### src/rtl/sdram_arb_pkg.sv
// sdram_arb_pkg: shared types and default parameters for the SDRAM port arbiter
package sdram_arb_pkg;
  typedef enum logic {IDLE, BUSY} state_t;
  typedef logic mid_t;
  localparam int DEF_ADDR_W = 25;
  localparam int DEF_DATA_W = 16;
  localparam int DEF_MAX_PENDING = 4;
endpackage

### src/rtl/sdram_arb_tag_fifo.sv
// sdram_arb_tag_fifo: in-order FIFO of master ids for outstanding reads
module sdram_arb_tag_fifo
  import sdram_arb_pkg::*;
#(
  parameter int DEPTH = DEF_MAX_PENDING,
  localparam int PW = $clog2(DEPTH),
  localparam int CW = PW + 1
) (
  input  logic          clk,
  input  logic          reset_n,
  input  logic          push,
  input  logic          pop,
  input  mid_t          din,
  output mid_t          dout,
  output logic          full,
  output logic          empty,
  output logic [CW-1:0] count
);
  mid_t          mem_q [DEPTH];
  mid_t          mem_d [DEPTH];
  logic [PW-1:0] wr_q, wr_d, rd_q, rd_d;
  logic [CW-1:0] cnt_q, cnt_d;
  // pointer, count and storage updates; pointers wrap naturally at DEPTH
  always_comb begin
    mem_d = mem_q;
    if (push) mem_d[wr_q] = din;
    wr_d = push ? wr_q + PW'(1) : wr_q;
    rd_d = pop ? rd_q + PW'(1) : rd_q;
    cnt_d = cnt_q + CW'(push) - CW'(pop);
  end
  // state registers
  always_ff @(posedge clk or negedge reset_n) begin
    if (!reset_n) begin
      mem_q <= '{default: '0};
      wr_q <= '0;
      rd_q <= '0;
      cnt_q <= '0;
    end else begin
      mem_q <= mem_d;
      wr_q <= wr_d;
      rd_q <= rd_d;
      cnt_q <= cnt_d;
    end
  end
  assign dout = mem_q[rd_q];
  assign full = cnt_q == CW'(DEPTH);
  assign empty = cnt_q == '0;
  assign count = cnt_q;
endmodule

### src/rtl/sdram_port_arbiter.sv
// sdram_port_arbiter: round-robin two-master Avalon-MM arbiter with in-order read response routing
module sdram_port_arbiter
  import sdram_arb_pkg::*;
#(
  parameter int ADDR_W = DEF_ADDR_W,
  parameter int DATA_W = DEF_DATA_W,
  parameter int MAX_PENDING = DEF_MAX_PENDING,
  localparam int BW = DATA_W / 8,
  localparam int CW = $clog2(MAX_PENDING) + 1
) (
  input  logic              clk,
  input  logic              reset_n,
  input  logic [ADDR_W-1:0] m0_address,
  input  logic              m0_read,
  input  logic              m0_write,
  input  logic [DATA_W-1:0] m0_writedata,
  input  logic [BW-1:0]     m0_byteenable,
  output logic              m0_waitrequest,
  output logic              m0_readdatavalid,
  output logic [DATA_W-1:0] m0_readdata,
  input  logic [ADDR_W-1:0] m1_address,
  input  logic              m1_read,
  input  logic              m1_write,
  input  logic [DATA_W-1:0] m1_writedata,
  input  logic [BW-1:0]     m1_byteenable,
  output logic              m1_waitrequest,
  output logic              m1_readdatavalid,
  output logic [DATA_W-1:0] m1_readdata,
  output logic [ADDR_W-1:0] s_address,
  output logic              s_read,
  output logic              s_write,
  output logic [DATA_W-1:0] s_writedata,
  output logic [BW-1:0]     s_byteenable,
  input  logic              s_waitrequest,
  input  logic              s_readdatavalid,
  input  logic [DATA_W-1:0] s_readdata,
  output logic              rsp_error
);
  state_t        state_q, state_d;
  mid_t          owner_q, owner_d, last_q, last_d, head;
  logic          rsp_error_q, rsp_error_d;
  logic          m0_req, m1_req, own_req, oth_req, busy, rd_block, accept, push, pop;
  logic          full, empty;
  logic [CW-1:0] pend_cnt;

  assign m0_req = m0_read | m0_write;
  assign m1_req = m1_read | m1_write;
  assign own_req = owner_q ? m1_req : m0_req;
  assign oth_req = owner_q ? m0_req : m1_req;
  assign busy = state_q == BUSY;
  assign rd_block = pend_cnt == CW'(MAX_PENDING);
  assign s_address = owner_q ? m1_address : m0_address;
  assign s_writedata = owner_q ? m1_writedata : m0_writedata;
  assign s_byteenable = owner_q ? m1_byteenable : m0_byteenable;
  assign s_read = busy & (owner_q ? m1_read : m0_read) & ~rd_block;
  assign s_write = busy & (owner_q ? m1_write : m0_write);
  assign accept = (s_read | s_write) & ~s_waitrequest;
  assign m0_waitrequest = ~(accept & ~owner_q);
  assign m1_waitrequest = ~(accept & owner_q);
  assign push = accept & s_read & (~full | pop);
  assign pop = s_readdatavalid & ~empty;
  assign m0_readdatavalid = pop & ~head;
  assign m1_readdatavalid = pop & head;
  assign m0_readdata = s_readdata;
  assign m1_readdata = s_readdata;
  assign rsp_error = rsp_error_q;

  sdram_arb_tag_fifo #(.DEPTH(MAX_PENDING)) u_tag_fifo (
    .clk    (clk),
    .reset_n(reset_n),
    .push   (push),
    .pop    (pop),
    .din    (owner_q),
    .dout   (head),
    .full   (full),
    .empty  (empty),
    .count  (pend_cnt)
  );

  // grant FSM: owner is frozen while a presented command waits for acceptance
  always_comb begin
    state_d = state_q;
    owner_d = owner_q;
    last_d = last_q;
    rsp_error_d = rsp_error_q | (s_readdatavalid & empty);
    if (!busy) begin
      if (m0_req | m1_req) begin
        state_d = BUSY;
        owner_d = (m0_req & m1_req) ? ~last_q : m1_req;
      end
    end else if (accept) begin
      last_d = owner_q;
      owner_d = oth_req ? ~owner_q : owner_q;
    end else if (!(s_read | s_write)) begin
      if (oth_req) owner_d = ~owner_q;
      else if (!own_req) state_d = IDLE;
    end
  end

  // FSM registers; last starts at m1 so m0 wins the first contention
  always_ff @(posedge clk or negedge reset_n) begin
    if (!reset_n) begin
      state_q <= IDLE;
      owner_q <= 1'b0;
      last_q <= 1'b1;
      rsp_error_q <= 1'b0;
    end else begin
      state_q <= state_d;
      owner_q <= owner_d;
      last_q <= last_d;
      rsp_error_q <= rsp_error_d;
    end
  end
endmodule
### config.mk
export PLATFORM = sky130hd
export DESIGN_NAME = sdram_port_arbiter
export DESIGN_NICKNAME = d
export VERILOG_FILES = /design/src/rtl/sdram_arb_pkg.sv /design/src/rtl/sdram_arb_tag_fifo.sv /design/src/rtl/sdram_port_arbiter.sv
export SDC_FILE = /design/constraint.sdc
export NUM_CORES = 1
export LEC_CHECK = 0
export BUFFER_PORTS_ARGS = -buffer_cell sky130_fd_sc_hd__buf_2
export CORE_MARGIN = 3
export CORE_UTILIZATION = 30
export CTS_CLUSTER_DIAMETER = 120
export DETAILED_ROUTE_END_ITERATION = 10
export GPL_ROUTABILITY_DRIVEN = 0
export PLACE_DENSITY = 0.74
export SYNTH_ARGS = -nofsm -noshare
export SYNTH_HDL_FRONTEND = slang
export SYNTH_SLANG_ARGS = --single-unit
### constraint.sdc
create_clock -name clk -period 4.3 [get_ports clk]
set_clock_uncertainty 0.05 [all_clocks]
set_input_delay 0.86 -clock clk [delete_from_list [all_inputs] [get_ports clk]]
set_output_delay 0.86 -clock clk [all_outputs]
set_load 0.005 [all_outputs]
==> summary.md <==
| Metric | Value |
|---|---|
| Worst VDD drop | 297 uV |
| Slew Limit Fails | 0 |
| Outcome | finished clean |
| Most frequent cell after synthesis | mux2_2 |
| Total routed wirelength | 4.44 mm |
| Starting Density | 0.316 |
| Max clock buf depth | 2 |
| Startpoint types | input port |
| DP HPWL | 3.83 mm |
| FMAX | 0.366 GHz |
| Crit path largest cell delay | 0.28 ns |
| Fillcell total | 498 |
| Initial DRC count | 37 |
| R2R cell count | 10 |
| EDFF count, synth | 0 |
| Final setup TNS | 0 ns |
| Register area | 378 um2 |
| CTS Hold Buffers Added | 0 |
| Post-DRT Antenna Nets | 0 |
| Power, Total | 1060 uW |
| Antenna cells | 0 |
| Pre-CTS WS | 1.57 ns |
| Clock transition at the registers of the reported paths | 0.06 ns |
| Final Hold Vio Count | 0 |
| Max Cap Viol | 0 |
| TritonCTS clock tree | done |
| P_leak | 0.00119 uW |
| R2R Setup Slk | 1.96 ns |
| Worst Hold Path Cells | 1 |
| Fin crit share | 0.636 |
| Row cnt | 26 |
| DR pass1 iterations | 4 |
| Nets | 386 |
| Tot GR Track Use | 0.117 |
| Area growth syn-to-layout | 35.2% |
| Crit. Startpoint | m1_read |
| Synthesized flop and latch total | 15 |
| Layout cells sized above 1 | 0.769 |
| Post-synth top area cell | mux2_2 |
| Yosys warnings | 0 |
| CP arrival | 1.82 ns |
| Root Buffer | clkbuf_8 |
| Hold Crit Start | rsp_error |
| CTS HTree Levels | 1 |
| Avg Vias per Cell | 4.34 |
| Slowest cell on crit path | mux2_4 |
| Final worst slack | 1.57 ns |
| Ordered list of cells on the worst path | buf_2 > mux2_4 > and2_2 > o2111ai_1 > buf_2 |
| Syn Nets | 276 |
| # setup viols final | 0 |
| Pwr dens | 478 nW/um2 |
| Die area | 6360 um2 |
| Top cell type's share of synthesized area | 0.297 |
| Critical Path Fanout Max | 5 |
| Synth Instances | 159 |
| DRC viols | 0 |
| Crit path top cell by count | buf_2 |
| Die extent in x | 79.8 um |
| Final worst path period need | 2.73 ns |
| RSZ-0062 raised after global routing | no |
| Largest net degree at the start of global routing | 43 |
| CP required | 3.39 ns |
| WS Path Type | in2out |
| Clk Latency, worst-skew pair | 0.24 ns |
| Max transition margin | 0.662 |
| First-pass GRT wire length | 5.95 mm |
| Sink Count | 15 |
| Synth area leaders | mux2_2, dfrtp_1, buf_4 |
| Hold path endpoint | rsp_error |
| Synth unique cells | 34 |
| Crit. End Element | output pin |
| Initial antenna violation count | 0 |
| Num CTS Buffers | 3 |
| Number of port buffers | 143 |
| Vias after detailed routing | 1468 |
| Post-synth ARST share | 1.00 |
| Area occupied by multi-input gates | 943 um2 |
| Synth Cell Area | 1630 um2 |
| Placeable Area | 5170 um2 |
| Worst reg2reg path startpoint | u_tag_fifo.count[2] |
| Die H | 79.8 um |
| Cts repair resizes | 0 |
| Primary FF master, synth | dfrtp_1 |
| WL/cell | 13.1 um |
| Synth Area per Inst | 10.3 um2 |
| Seq/Total Area, Yosys | 0.231 |
| Worst-Margin Slew | 0.507 ns |
| Synth top cells by count | mux2_2, buf_4, dfrtp_1 |
| RR Endpoint | u_tag_fifo.count[2] |
| Setup bufs post-CTS | 0 |
| Remaining global-route overflow | 0 |
| I/O pins | 192 |
| Vias in the first global route | 1281 |
| Worst Hold Class | reg2reg |
-- critical path: cells and delay by family --
| kind | cells | cell delay, ns |
|---|---|---|
| AOI/OAI and AO/OA | 1 | 0.21 |
| and+or+nand+nor | 1 | 0.20 |
| buffers and inverters | 2 | 0.28 |
| muxes | 1 | 0.28 |
-- kinds of logic (layout without fill, tap and decap cells) --
family | count (synthesis) | count (layout) | synth area share
multiplexers | 51 | 51 | 0.369
buffers and inverters | 47 | 156 | 0.192
adder cells (fa/ha/maj) | 7 | 7 | 0.0582
AO/OA/AOI/OAI | 9 | 9 | 0.0360
flip-flops | 15 | 15 | 0.231
AND/OR/NAND/NOR | 25 | 25 | 0.0881
XOR/XNOR | 5 | 5 | 0.0268
-- metrics by stage --
stage / hold WS (ns) / instances / utilization / instance area [um2]
after floorplan: 0.401 / 159 / - / 1630
after global placement: 0.387 / 334 / 0.418 / 2160
after detailed placement: 0.393 / 334 / 0.418 / 2160
after CTS: 0.406 / 338 / 0.427 / 2210
after global routing: 0.418 / 338 / 0.427 / 2210
final: 0.403 / 338 / 0.427 / 2210
-- report_power, final --
part | total, uW | internal [uW] | leakage (uW) | switching (uW)
clock | 111 | 64.0 | 0.0000255 | 47.1
sequential | 284 | 215 | 0.000171 | 69.1
combinational | 661 | 389 | 0.000990 | 271
total | 1060 | 668 | 0.00119 | 387
-- placed cells by master, fill, tap and decap left out, types with 2 or more instances in the layout --
cell type	count
a21oi_1	2
buf_2	143
mux2_4	5
o21ai_0	2
nor2_1	3
inv_1	8
dfrtp_1	13
o2111ai_1	2
xnor2_1	5
nand2_2	3
mux2_2	43
nand2_1	7
ha_1	6
nand2b_1	2
mux2i_1	2
clkbuf_8	3
-- flip-flops by register name, indices dropped and copies added, names as in the netlist --
register          flops
owner_q               1
u_tag_fifo.count      3
u_tag_fifo.mem_q      4
u_tag_fifo.rd_q       2
busy                  1
u_tag_fifo.wr_q       2
rsp_error             1
last_q                1
-- worst max-delay path by stage --
stage / end / slack [ns] / depth (start not counted)
6_report: m1_waitrequest / 1.57 / 5
5_1_grt: s_address[21] / 1.47 / 3
4_1_cts: s_writedata[13] / 1.56 / 3
3_5_place_dp: m1_waitrequest / 1.57 / 5
3_3_place_gp: m1_waitrequest / 1.59 / 5
2_1_floorplan: m1_waitrequest / 1.84 / 3
-- layout make-up --
cell class | instances | share of cell area
multi-input combinational | 97 | 0.427
timing repair buffer | 144 | 0.327
sequential | 15 | 0.171
tap | 70 | 0.0397
clock buffer | 3 | 0.0187
inverter | 8 | 0.0136
clock inverter | 1 | 0.00227
-- routing by layer --
layer / part of all wire / GRT usage / wire [um]
met5: 0 / 0 / 0
met1: 0.41 / 0.155 / 1810
met3: 0.12 / 0.0406 / 520
met2: 0.46 / 0.179 / 2040
met4: 0.016 / 0.0321 / 70
Note: power is estimated with default switching activity, not from simulation.
